--- config.mk ---
export PLATFORM = sky130hd
export DESIGN_NAME = spikecore_fifo
export DESIGN_NICKNAME = d
export VERILOG_FILES = /design/src/rtl/spikecore_pkg.sv /design/src/rtl/spikecore_fifo_mem.sv /design/src/rtl/spikecore_fifo.sv
export SDC_FILE = /design/constraint.sdc
export NUM_CORES = 1
export LEC_CHECK = 0
export ABC_AREA = 1
export BUFFER_PORTS_ARGS = -buffer_cell sky130_fd_sc_hd__buf_2
export CAP_MARGIN = 30
export CORE_MARGIN = 5
export CORE_UTILIZATION = 57
export DETAILED_ROUTE_END_ITERATION = 6
export PLACE_DENSITY = 0.83
export RECOVER_POWER = 50
export SLEW_MARGIN = 0
export SYNTH_ARGS = -nofsm -noshare
export SYNTH_HDL_FRONTEND = slang
export SYNTH_SLANG_ARGS = --single-unit
export TNS_END_PERCENT = 50
--- constraint.sdc ---
create_clock -name CLK -period 3.78 [get_ports CLK]
set_input_delay 0.189 -clock CLK [delete_from_list [all_inputs] [get_ports CLK]]
set_output_delay 0.189 -clock CLK [all_outputs]
set_load 0.1 [all_outputs]
--- src/rtl/spikecore_pkg.sv ---
// Shared definitions for the spike-event FIFO: OBI payloads, command/status bit map.
package spikecore_pkg;

    localparam int unsigned SPK_DATA_W         = 32;
    localparam int unsigned SPK_N_DEFAULT      = 256;
    localparam int unsigned SPK_CMD_DONE_BIT   = 31;
    localparam int unsigned SPK_CMD_FLUSH_BIT  = 30;
    localparam int unsigned SPK_STAT_EMPTY_BIT = 0;
    localparam int unsigned SPK_STAT_FULL_BIT  = 1;
    localparam int unsigned SPK_STAT_DONE_BIT  = 2;
    localparam int unsigned SPK_STAT_OVF_BIT   = 3;
    localparam int unsigned SPK_STAT_LEVEL_LSB = 24;
    localparam int unsigned SPK_STAT_LEVEL_W   = 8;

    typedef logic [$clog2(SPK_N_DEFAULT)-1:0] spk_addr_t;

    typedef struct packed {
        logic                  req;
        logic                  we;
        logic [SPK_DATA_W-1:0] wdata;
    } spk_obi_req_t;

    typedef struct packed {
        logic                  gnt;
        logic                  rvalid;
        logic [SPK_DATA_W-1:0] rdata;
    } spk_obi_rsp_t;

    function automatic logic [SPK_DATA_W-1:0] spk_status(
        input logic [SPK_STAT_LEVEL_W-1:0] level,
        input logic                        ovf,
        input logic                        done,
        input logic                        full,
        input logic                        empty
    );
        logic [SPK_DATA_W-1:0] s;
        s = '0;
        s[SPK_STAT_LEVEL_LSB +: SPK_STAT_LEVEL_W] = level;
        s[SPK_STAT_OVF_BIT]   = ovf;
        s[SPK_STAT_DONE_BIT]  = done;
        s[SPK_STAT_FULL_BIT]  = full;
        s[SPK_STAT_EMPTY_BIT] = empty;
        return s;
    endfunction

endpackage

--- src/rtl/spikecore_fifo_mem.sv ---
// DEPTH x W register array: synchronous write, registered read port that holds between reads.
module spikecore_fifo_mem
    import spikecore_pkg::*;
#(
    parameter int unsigned DEPTH = 32,
    parameter int unsigned W     = 8
) (
    input  logic                     clk,
    input  logic                     rst_n,
    input  logic                     we_i,
    input  logic [$clog2(DEPTH)-1:0] waddr_i,
    input  logic [W-1:0]             wdata_i,
    input  logic                     re_i,
    input  logic [$clog2(DEPTH)-1:0] raddr_i,
    output logic [W-1:0]             rdata_o
);

    logic [W-1:0] mem_q [DEPTH];
    logic [W-1:0] rdata_d;
    logic [W-1:0] rdata_q;

    always_ff @(posedge clk) begin
        if (we_i) mem_q[waddr_i] <= wdata_i;
    end

    always_comb begin
        rdata_d = rdata_q;
        if (re_i) rdata_d = mem_q[raddr_i];
    end

    always_ff @(posedge clk or negedge rst_n) begin
        if (!rst_n) rdata_q <= '0;
        else        rdata_q <= rdata_d;
    end

    assign rdata_o = rdata_q;

endmodule

--- src/rtl/spikecore_fifo.sv ---
// Host-fed spike-address FIFO with OBI slave port and charge-controller read interface.
// Build option SPIKECORE_DROP_ON_FULL_EN: drop pushes on full (sticky overflow) instead of stalling.
module spikecore_fifo
    import spikecore_pkg::*;
#(
    parameter int unsigned N     = 256,
    parameter int unsigned DEPTH = 32,
    parameter type         req_t = spk_obi_req_t,
    parameter type         rsp_t = spk_obi_rsp_t
) (
    input  logic                       CLK,
    input  logic                       RSTN,
    input  req_t                       spike_slave_req_i,
    output rsp_t                       spike_slave_resp_o,
    input  logic                       spikecore_working_i,
    input  logic                       odin_done_i,
    input  logic                       spikecore_r_en_i,
    output logic [$clog2(N)-1:0]       spikecore_r_data_o,
    output logic                       spikecore_empty_o,
    output logic                       spikecore_done_o,
    output logic                       spikecore_full_o,
    output logic [$clog2(DEPTH):0]     spike_level_o
);

    localparam int unsigned AW = $clog2(N);
    localparam int unsigned IW = $clog2(DEPTH);
    localparam int unsigned PW = IW + 1;

    logic [PW-1:0]         wr_ptr_d, wr_ptr_q, rd_ptr_d, rd_ptr_q, level_d, level_q;
    logic                  empty_d, empty_q, full_d, full_q, done_d, done_q;
    logic                  ovf_d, ovf_q, rvalid_d, rvalid_q;
    logic [SPK_DATA_W-1:0] rdata_d, rdata_q, wdata_c;
    logic                  req_c, we_c, flush_c, done_cmd_c, push_cmd_c;
    logic                  gnt_c, push_c, pop_c, read_c, clear_c;
    logic                  wdata_unused_c;

    // Command decode: FLUSH beats DONE, and either suppresses the push.
    always_comb begin
        req_c      = spike_slave_req_i.req;
        we_c       = spike_slave_req_i.we;
        wdata_c    = spike_slave_req_i.wdata;
        flush_c    = req_c && we_c && wdata_c[SPK_CMD_FLUSH_BIT];
        done_cmd_c = req_c && we_c && wdata_c[SPK_CMD_DONE_BIT] && !wdata_c[SPK_CMD_FLUSH_BIT];
        push_cmd_c = req_c && we_c && !wdata_c[SPK_CMD_DONE_BIT] && !wdata_c[SPK_CMD_FLUSH_BIT];
`ifdef SPIKECORE_DROP_ON_FULL_EN
        gnt_c      = req_c;
`else
        gnt_c      = req_c && !(push_cmd_c && full_q && spikecore_working_i);
`endif
        read_c     = req_c && !we_c;
        clear_c    = flush_c || !spikecore_working_i;
        push_c     = push_cmd_c && !full_q && !clear_c;
        pop_c      = spikecore_r_en_i && !empty_q && !clear_c;
    end

    assign wdata_unused_c = ^wdata_c;

    always_comb begin
        wr_ptr_d = wr_ptr_q + PW'(push_c);
        rd_ptr_d = rd_ptr_q + PW'(pop_c);
        if (clear_c) begin
            wr_ptr_d = '0;
            rd_ptr_d = '0;
        end
        level_d = wr_ptr_d - rd_ptr_d;
        empty_d = (wr_ptr_d == rd_ptr_d);
        full_d  = (wr_ptr_d[IW] != rd_ptr_d[IW]) && (wr_ptr_d[IW-1:0] == rd_ptr_d[IW-1:0]);

        // A DONE write outranks the controller's end-of-timestep clear.
        done_d = done_q;
        if (clear_c)            done_d = 1'b0;
        else if (done_cmd_c)    done_d = 1'b1;
        else if (odin_done_i)   done_d = 1'b0;

        ovf_d = 1'b0;
`ifdef SPIKECORE_DROP_ON_FULL_EN
        ovf_d = ovf_q;
        if (flush_c)                                        ovf_d = 1'b0;
        else if (push_cmd_c && full_q && spikecore_working_i) ovf_d = 1'b1;
        else if (read_c)                                    ovf_d = 1'b0;
`endif

        rvalid_d = gnt_c;
        rdata_d  = '0;
        if (read_c) rdata_d = spk_status(SPK_STAT_LEVEL_W'(level_q), ovf_q, done_q, full_q, empty_q);
    end

    always_ff @(posedge CLK or negedge RSTN) begin
        if (!RSTN) begin
            wr_ptr_q <= '0;
            rd_ptr_q <= '0;
            level_q  <= '0;
            empty_q  <= 1'b1;
            full_q   <= 1'b0;
            done_q   <= 1'b0;
            ovf_q    <= 1'b0;
            rvalid_q <= 1'b0;
            rdata_q  <= '0;
        end else begin
            wr_ptr_q <= wr_ptr_d;
            rd_ptr_q <= rd_ptr_d;
            level_q  <= level_d;
            empty_q  <= empty_d;
            full_q   <= full_d;
            done_q   <= done_d;
            ovf_q    <= ovf_d;
            rvalid_q <= rvalid_d;
            rdata_q  <= rdata_d;
        end
    end

    spikecore_fifo_mem #(
        .DEPTH (DEPTH),
        .W     (AW)
    ) u_mem (
        .clk     (CLK),
        .rst_n   (RSTN),
        .we_i    (push_c),
        .waddr_i (wr_ptr_q[IW-1:0]),
        .wdata_i (wdata_c[AW-1:0]),
        .re_i    (pop_c),
        .raddr_i (rd_ptr_q[IW-1:0]),
        .rdata_o (spikecore_r_data_o)
    );

    always_comb begin
        spike_slave_resp_o        = '0;
        spike_slave_resp_o.gnt    = gnt_c;
        spike_slave_resp_o.rvalid = rvalid_q;
        spike_slave_resp_o.rdata  = rdata_q;
    end

    assign spikecore_empty_o = empty_q;
    assign spikecore_full_o  = full_q;
    assign spikecore_done_o  = done_q;
    assign spike_level_o     = level_q;

endmodule

==> results of run 1 <==
[per-layer routing]
metal / share of wire, % / vias to the layer above / global-route usage, %
met5: 0 / - / 0
met4: 3.4 / 0 / 8.37
met3: 8.2 / 75 / 3.35
met2: 51 / 428 / 38.6
met1: 37 / 4137 / 28.3
li1: - / 4043 / -
[critical path: cells and delay by family]
family	cells	cell delay, ns
buffers and inverters	6	1.09
adder cells (fa/ha/maj)	3	0.79
AO/OA/AOI/OAI	2	0.29
AND/OR/NAND/NOR	10	1.23
[through the flow]
step	instance area [um^2]	cells	total power [mW]	hold WS (ns)	worst slack, ns
floorplan	12900	1252	3.97	-0.107	0.774
finish	14000	1562	6.72	0.0654	0.595
global route	14000	1562	6.90	0.0865	0.342
CTS	13900	1561	6.74	0.0436	0.702
global placement	13000	1505	4.05	0.343	0.793
detailed placement	13000	1505	4.06	0.345	0.697
[path summary, 6_finish.rpt]
kind	start	to	slack [ns]	cells past startpoint
max in group asynchronous	RSTN	rd_ptr_q[0]	1.47	2
worst max register to register	spikecore_empty_o	spike_level_o[5]	0.84	17
min in group asynchronous	RSTN	rvalid_q	0.82	2
worst max-delay path	spike_slave_req_i[33]	spike_level_o[5]	0.59	21
worst min-delay path	spikecore_working_i	rvalid_q	0.07	4
worst min register to register	u_mem.rdata_o[6]	u_mem.rdata_o[6]	0.49	2
[cell type report]
type                            count  area share, %
Clock buffer                       39           5.61
Inverter                          124           3.35
Multi-Input combinational cell    752           23.1
Clock inverter                     12          0.753
Timing Repair Buffer               60           2.49
Tap cell                          280           2.51
Sequential cell                   295           62.1
[repair_timing]
item	in CTS	in global routing
gates resized for setup	0	0
endpoints found under the hold margin	40	0
hold buffers	5	0
[power by group]
part / internal (mW) / leakage (nW) / switching (mW)
registers: 3.57 / 2.83 / 0.0197
logic: 0.0388 / 2.55 / 0.376
clock network: 1.57 / 0.439 / 1.15
[state kept, by name, indices dropped and copies added (netlist names), 6 cells and up]
name and count:
rd_ptr_q 6, wr_ptr_q 6, u_mem.rdata_o 8, spike_level_o 6, rdata_q 9, u_mem.mem_q 256
[cells by family (layout without fill, tap and decap cells)]
kind of cell	Yosys count	after routing	synth area share, %
other cells	1	23	0.0293
fa+ha+maj	10	10	1.04
flops	295	295	67.7
buf+inv	205	235	7.75
simple gates	697	697	22.4
compound gates	19	19	0.889
xor+xnor	3	3	0.205
[synth_stat cells (2+ instances only)]
cell type | count | share of area, %
o211ai_1 | 4 | 0.23
buf_2 | 29 | 1.1
ha_1 | 9 | 0.88
clkbuf_1 | 9 | 0.26
nor2_1 | 62 | 1.8
xor2_1 | 2 | 0.14
edfxtp_1 | 256 | 60
a21oi_1 | 6 | 0.23
buf_6 | 8 | 0.70
nand4_1 | 2 | 0.098
o21ai_0 | 2 | 0.078
buf_4 | 33 | 1.9
nor3_1 | 2 | 0.078
dfrtp_1 | 38 | 7.4
inv_1 | 119 | 3.5
nand2_1 | 452 | 13
o21ai_1 | 4 | 0.16
inv_2 | 3 | 0.088
buf_1 | 2 | 0.059
nand3_1 | 174 | 6.8
==> impl_metrics.py, run 1 <==
metrics = {
    "global_routing": {
        "grt_max_degree": 84,
        "grt_usage_pct": 22.1,
        "grt.overflow.total": 0,
        "grt_pass1_wl_um": 45100,
        "antenna_found_initial": 0,
        "grt_pass1_vias": 8514,
    },
    "clock_tree": {
        "cts_root_buffer": "clkbuf_16",
        "cts.clk_slew.worst_paths_ns": 0.06,
        "clock-sinks": 295,
        "htreeDepth": 1,
        "post_cts_buffers": 0,
        "ctsLongestPathBuffers": 3,
        "clock_latency_ns": 0.54,
        "cts_tree": "built",
        "cts_buffers": 28,
    },
    "route": {
        "drtAntennaViolNets": 0,
        "avgViaCountPerCell": 5.56,
        "drt-wirelength-per-cell_um": 18.4,
        "drc": 0,
        "drt-pass1-iter-count": 6,
        "drt-total-wl_um": 28700,
        "drt-initial-drc-count": 859,
        "routed-via-count": 8683,
    },
    "final_layout": {
        "fin_nets": 1310,
        "final_cell_mix": "452 x nand2_1, 256 x edfxtp_1, 174 x nand3_1",
        "utilization_pct": 63.5,
        "antennaDiodeCount": 0,
        "layout_commonest_cell": "nand2_1",
        "seqCellArea_mm2": 0.00867,
        "fillers": 1596,
        "area_growth_pct": 8.98,
        "multi_input_area_mm2": 0.00323,
        "drive_gt1_share_pct": 7.10,
    },
    "synthesis": {
        "syn_area_mm2": 0.0128,
        "synth_edf_count": 256,
        "dominantRegCellSynth": "edfxtp_1",
        "synth_seq_cells": 295,
        "ys_types": 34,
        "avgSynthCellArea_um2": 10.4,
        "synthArstFlopShare_pct": 13.2,
        "yosysWarnings": 0,
        "syn_inst": 1230,
        "ys_seq_area_share_pct": 67.7,
    },
    "timing": {
        "grt_setup_unrepaired": "no",
        "tightestPinTransition_ns": 2.12,
        "hold_viol": 0,
        "min_period_ns": 3.19,
        "setup_violations": 0,
        "max_freq_ghz": 0.314,
        "setup_tns_ns": 0,
        "period_share_pct": 84.3,
        "fin_skew_ns": 0.00816,
        "finalMaxSlewViolations": 172,
        "slew_headroom_pct": -41.2,
    },
    "floorplanning": {
        "start_util_pct": 58.3,
        "die-area_mm2": 0.0256,
        "core.rowCount": 54,
        "die_h_um": 160,
        "core_mm2": 0.0220,
        "die_x_um": 160,
        "io_pins": 90,
    },
    "power_and_ir_drop": {
        "ir_drop_v": 0.000448,
        "power.leakage_nw": 5.82,
        "power_density_mw_per_mm2": 482,
    },
    "worst_setup_path": {
        "required_ns": 4.21,
        "end_kind": "flip-flop",
        "path_max_fanout": 9,
        "crit_chain": "dlygate4sd3_1, clkbuf_1, nand3_1, nand2_2, inv_2, nand3_2, inv_2, ha_1, ha_1, nand2_1, inv_1, nor3_1, inv_1, ha_1, a21oi_1, nand2_1, nand2_1, nand2_1, a21oi_1, nand3b_1, nand2_1",
        "cp.arrival_ns": 3.62,
        "cp_slowest_cell": "dlygate4sd3_1",
        "cpMostUsedCell": "nand2_1",
        "crit_type": "input port to flip-flop",
        "startpoint_type": "input port",
        "cp_slowest_stage_delay_ns": 0.53,
    },
    "outcome": {
        "status": "finished with violations",
        "violations": "capacitance limit, slew limit",
    },
    "flow_run": {
        "maxCapViolCount": 5,
    },
    "min_path": {
        "min_path_type": "input port to flip-flop",
    },
    "place": {
        "gp_congestion": 0.819,
        "dpl.hpwl_um": 17100,
        "portBuffers": 44,
    },
}
No activity file was read; power rests on OpenSTA's default activity.
==> run 2: changes to the inputs <==
CORE_UTILIZATION = 54   (was 57)
PLACE_DENSITY = 0.82   (was 0.83)
clock period = 2.6 ns   (was 3.78 ns; I/O delays follow)
==> impl_metrics.py, run 2 (synthesis gave the netlist of run 1 again) <==
metrics = {
    "outcome": {
        "status": "finished with violations",
        "violations": "capacitance limit, slew limit, setup timing",
    },
    "power_and_ir_drop": {
        "ir_drop_v": 0.000872,
        "p_sw_mw": 2.35,
        "power.share.clock_pct": 43.8,
        "sw_frac_of_total_pct": 22.7,
        "combPwrFrac_pct": 6.0,
        "seq_power_share_pct": 50.2,
        "power.leakage_nw": 6.18,
        "power_density_mw_per_mm2": 708,
        "internal-power_mw": 8.03,
    },
    "final_layout": {
        "regMostFlops": "u_mem.mem_q",
        "fillers": 1735,
        "drive_gt1_share_pct": 12.3,
        "seqCellArea_mm2": 0.00868,
        "postLayoutCellArea_mm2": 0.0147,
        "largest_reg_flops": 256,
        "fin_cells": 1653,
        "utilization_pct": 62.6,
        "multi_input_area_mm2": 0.00329,
        "antennaDiodeCount": 0,
        "fin_nets": 1359,
        "final_cell_mix": "451 x nand2_1, 256 x edfxtp_1, 174 x nand3_1",
        "area_growth_pct": 14.5,
        "layout_commonest_cell": "nand2_1",
    },
    "route": {
        "drt-total-wl_um": 30300,
        "drt-wirelength-per-cell_um": 18.3,
        "drtAntennaViolNets": 0,
        "drt-pass1-iter-count": 5,
        "avgViaCountPerCell": 5.46,
        "drt-initial-drc-count": 1063,
        "routed-via-count": 9020,
        "drc": 0,
    },
    "place": {
        "gp_congestion": 0.927,
        "dpl.hpwl_um": 18100,
        "pre_cts_ws_ns": 0.00960,
        "portBuffers": 44,
        "placed_cells": 1585,
        "placed_cell_area_mm2": 0.0134,
    },
    "floorplanning": {
        "die-area_mm2": 0.0269,
        "die_x_um": 164,
        "core.rowCount": 56,
        "io_pins": 90,
        "core_mm2": 0.0234,
        "die_h_um": 164,
        "start_util_pct": 54.7,
    },
    "global_routing": {
        "grt_pass1_wl_um": 45900,
        "grt.overflow.total": 0,
        "grt_usage_pct": 22.1,
        "antenna_found_initial": 0,
        "grt_pass1_vias": 8851,
        "grt_max_degree": 69,
    },
    "timing": {
        "fin_skew_ns": 0.00878,
        "finalMaxSlewViolations": 231,
        "tightestPinTransition_ns": 1.74,
        "max_freq_ghz": 0.384,
        "setup_violations": 1,
        "period_share_pct": 100,
        "setup_ws_ns": -0.00547,
        "slew_headroom_pct": -16.3,
        "hold_viol": 0,
        "min_period_ns": 2.61,
        "grt_setup_unrepaired": "yes",
        "whs_ns": 0.0971,
    },
    "worst_setup_path": {
        "required_ns": 3.04,
        "path_max_fanout": 4,
        "cp.arrival_ns": 3.04,
        "end_kind": "flip-flop",
        "crit_start": "spikecore_empty_o",
        "r2r_end": "spike_level_o[5]",
        "crit_type": "flip-flop to flip-flop",
        "r2r_start": "spikecore_empty_o",
        "worstRegToRegCells": 17,
        "startpoint_type": "flip-flop",
        "reg2reg_slack_ns": -0.005,
    },
    "clock_tree": {
        "cts_root_buffer": "clkbuf_16",
        "clock-sinks": 295,
        "clock_latency_ns": 0.55,
        "cts_buffers": 30,
        "htreeDepth": 1,
        "cts.clk_slew.worst_paths_ns": 0.06,
        "ctsLongestPathBuffers": 3,
        "cts_tree": "built",
    },
    "min_path": {
        "min_path_type": "input port to flip-flop",
        "hold_path_end": "rd_ptr_q[2]",
        "holdCritStartpoint": "spikecore_working_i",
        "hold_depth": 4,
    },
    "flow_run": {
        "maxCapViolCount": 7,
    },
}
[run 2: cell count changes in the layout (fill, tap and decap cells not counted), sizes merged]
cell         previous run  this run
buf                    41        91
bufinv                  2         3
clkbuf                 53        51
clkinvlp                0         1
dlygate4sd3             5         7
[run 2: area by class of cell]
class	instances	area share, %
Timing Repair Buffer	107	5.03
Tap cell	319	2.72
Clock buffer	42	6.34
Sequential cell	295	59.2
Multi-Input combinational cell	752	22.4
Inverter	124	3.24
Clock inverter	14	0.999
[run 2: through the flow]
step	power, mW	TNS (ns)
floorplan	5.77	0
global placement	5.90	0
detailed placement	5.91	0
CTS	10.4	0
global route	10.6	-0.199
finish	10.4	-0.00547
[run 2: critical path: stages, from the launching register on]
cell and delay [ns]:
dfstp_4 0.63, inv_4 0.04, nand3_4 0.07, inv_6 0.04
ha_4 0.16, ha_2 0.18, nand2_2 0.07, inv_2 0.06
nor3_4 0.21, inv_2 0.08, ha_4 0.26, a21oi_2 0.13
nand2_1 0.10, nand2_1 0.08, nand2_1 0.07, a21oi_2 0.15
nand3b_1 0.13, nand2_1 0.06
[run 2: power by group through the flow]
stage	Clock [mW]	Sequential (mW)	Combinational (mW)
2_1_floorplan	0	5.53	0.247
3_3_place_gp	0	5.30	0.601
3_5_place_dp	0	5.30	0.612
4_1_cts	4.57	5.20	0.620
5_1_grt	4.80	5.21	0.644
6_report	4.55	5.21	0.621
[run 2: worst max path at each step]
stage                        to  slack (ns)  cells after the start
2_1_floorplan  spike_level_o[5]       0.004                     17
3_3_place_gp   spike_level_o[5]        0.07                     13
3_5_place_dp   spike_level_o[5]        0.01                     17
4_1_cts        spike_level_o[5]       0.008                     13
5_1_grt        spike_level_o[5]       -0.14                     17
6_report       spike_level_o[5]      -0.005                     17
[run 2: repair_timing]
item | in CTS | in global routing
resized for setup | 0 | 9
endpoints found under the hold margin | 46 | 0
hold buffers | 7 | 0
setup buffers | 0 | 5
endpoints found under the setup margin | 0 | 3
[run 2: per-layer routing]
layer	part of all wire (%)	vias up	GRT usage, %	wire length [um]
met5	0	-	0	0
met4	4.7	0	8.84	1430
met3	8.1	108	3.86	2460
met2	51	468	38.9	15400
met1	36	4313	27.1	10900
li1	-	4131	-	-
==> run 3: changes to the inputs <==
MAX_ROUTING_LAYER = met4   (was default)
==> impl_metrics.py, run 3 (synthesis gave the netlist of run 1 again) <==
metrics = {
    "global_routing": {
        "grt_pass1_wl_um": 46000,
        "grt_usage_pct": 22.8,
        "grt.overflow.total": 0,
        "antenna_found_initial": 0,
        "grt_pass1_vias": 8841,
        "grt_max_degree": 69,
    },
    "route": {
        "drt-pass1-iter-count": 6,
        "drtAntennaViolNets": 0,
        "drt-wirelength-per-cell_um": 18.3,
        "avgViaCountPerCell": 5.43,
        "routed-via-count": 8974,
        "drt-initial-drc-count": 1105,
        "drt-total-wl_um": 30200,
        "drc": 0,
    },
    "clock_tree": {
        "cts_root_buffer": "clkbuf_16",
        "htreeDepth": 1,
        "cts.clk_slew.worst_paths_ns": 0.06,
        "ctsLongestPathBuffers": 3,
        "cts_buffers": 30,
        "clock_latency_ns": 0.55,
        "clock-sinks": 295,
        "cts_tree": "built",
    },
    "timing": {
        "setup_violations": 0,
        "grt_setup_unrepaired": "yes",
        "tightestPinTransition_ns": 1.75,
        "slew_headroom_pct": -16.7,
        "fin_skew_ns": 0.0101,
        "finalMaxSlewViolations": 198,
        "hold_viol": 0,
        "whs_ns": 0.0980,
        "max_freq_ghz": 0.385,
        "min_period_ns": 2.59,
        "period_share_pct": 99.8,
    },
    "floorplanning": {
        "start_util_pct": 54.7,
        "die_h_um": 164,
        "die_x_um": 164,
        "die-area_mm2": 0.0269,
        "core.rowCount": 56,
        "io_pins": 90,
        "core_mm2": 0.0234,
    },
    "power_and_ir_drop": {
        "power_density_mw_per_mm2": 708,
        "power_mw": 10.4,
        "ir_drop_v": 0.000874,
        "power.share.clock_pct": 43.8,
        "combPwrFrac_pct": 6.0,
        "internal-power_mw": 8.03,
        "p_sw_mw": 2.35,
        "power.leakage_nw": 6.18,
        "sw_frac_of_total_pct": 22.6,
        "seq_power_share_pct": 50.2,
    },
    "outcome": {
        "status": "finished with violations",
        "violations": "capacitance limit, slew limit",
    },
    "final_layout": {
        "layout_commonest_cell": "nand2_1",
        "final_cell_mix": "451 x nand2_1, 256 x edfxtp_1, 174 x nand3_1",
        "area_growth_pct": 14.5,
        "largest_reg_flops": 256,
        "drive_gt1_share_pct": 12.4,
        "fin_nets": 1359,
        "fin_cells": 1653,
        "regMostFlops": "u_mem.mem_q",
        "antennaDiodeCount": 0,
    },
    "worst_setup_path": {
        "path_max_fanout": 4,
        "reg2reg_slack_ns": 0.006,
        "r2r_end": "spike_level_o[5]",
        "worstRegToRegCells": 17,
        "crit_type": "flip-flop to flip-flop",
        "startpoint_type": "flip-flop",
        "cp.arrival_ns": 3.03,
        "r2r_start": "spikecore_empty_o",
        "end_kind": "flip-flop",
        "required_ns": 3.04,
    },
    "place": {
        "portBuffers": 44,
        "dpl.hpwl_um": 18100,
        "placed_cells": 1585,
        "gp_congestion": 0.943,
    },
    "flow_run": {
        "maxCapViolCount": 8,
    },
    "min_path": {
        "hold_depth": 4,
        "hold_path_end": "rd_ptr_q[2]",
        "min_path_type": "input port to flip-flop",
        "holdCritStartpoint": "spikecore_working_i",
    },
}
-- run 3: changes by cell type in the layout (fill, tap and decap cells not counted) --
| cell | delta |
|---|---|
| buf_2 | +1 |
| clkbuf_1 | -1 |
-- run 3: repair_timing --
action	CTS	global route
buffers inserted	0	5
hold buffers	7	0
endpoints found under the setup margin	0	3
endpoints found under the hold margin	46	0
gates resized for setup	0	9
-- run 3: cell type report --
| type | count | area (um^2) |
|---|---|---|
| Clock buffer | 42 | 930 |
| Sequential cell | 295 | 8680 |
| Fill cell | 1735 | 8750 |
| Timing Repair Buffer | 107 | 738 |
| Clock inverter | 14 | 146 |
| Multi-Input combinational cell | 752 | 3290 |
| Inverter | 124 | 475 |
| Tap cell | 319 | 399 |
-- run 3: worst max-delay path, stage by stage (launching register included) --
cell      delay, ns
dfstp_4        0.63
inv_4          0.04
nand3_4        0.07
inv_6          0.04
ha_4           0.16
ha_2           0.18
nand2_2        0.07
inv_2          0.06
nor3_4         0.21
inv_2          0.08
ha_4           0.26
a21oi_2        0.12
nand2_1        0.09
nand2_1        0.08
nand2_1        0.07
a21oi_2        0.15
nand3b_1       0.13
nand2_1        0.06
-- run 3: worst max-delay path by stage --
| stage | from | to | slack, ns | depth (start not counted) |
|---|---|---|---|---|
| 2_1_floorplan | spikecore_empty_o | spike_level_o[5] | 0.004 | 17 |
| 3_3_place_gp | spikecore_full_o | spike_level_o[5] | 0.07 | 13 |
| 3_5_place_dp | spike_slave_req_i[33] | spike_level_o[5] | 0.01 | 17 |
| 4_1_cts | spikecore_full_o | spike_level_o[5] | 0.008 | 13 |
| 5_1_grt | spikecore_empty_o | spike_level_o[5] | -0.14 | 17 |
| 6_report | spikecore_empty_o | spike_level_o[5] | 0.006 | 17 |
-- run 3: metrics by stage --
stage | instance area, um^2 | setup WS [ns] | util, % | setup TNS [ns]
after floorplan | 12900 | 0.00441 | - | 0
after global placement | 13400 | 0.0673 | 57.5 | 0
after detailed placement | 13400 | 0.00960 | 57.5 | 0
after CTS | 14600 | 0.00773 | 62.4 | 0
after global routing | 14700 | -0.139 | 62.6 | -0.200
final | 14700 | 0.00584 | 62.6 | 0
-- run 3: routing by layer --
layer / GRT usage, % / vias up / part of all wire (%)
met4: 8.84 / 0 / 4.3
met2: 38.9 / 451 / 51
li1: - / 4129 / -
met5: - / - / 0
met1: 27.4 / 4306 / 36
met3: 3.86 / 88 / 8.4
-- run 3: power groups by stage --
stage          Clock [mW]  Sequential, mW  Combinational, mW
4_1_cts              4.57            5.20              0.620
3_3_place_gp            0            5.30              0.601
5_1_grt              4.80            5.21              0.643
2_1_floorplan           0            5.53              0.247
3_5_place_dp            0            5.30              0.612
6_report             4.55            5.21              0.621
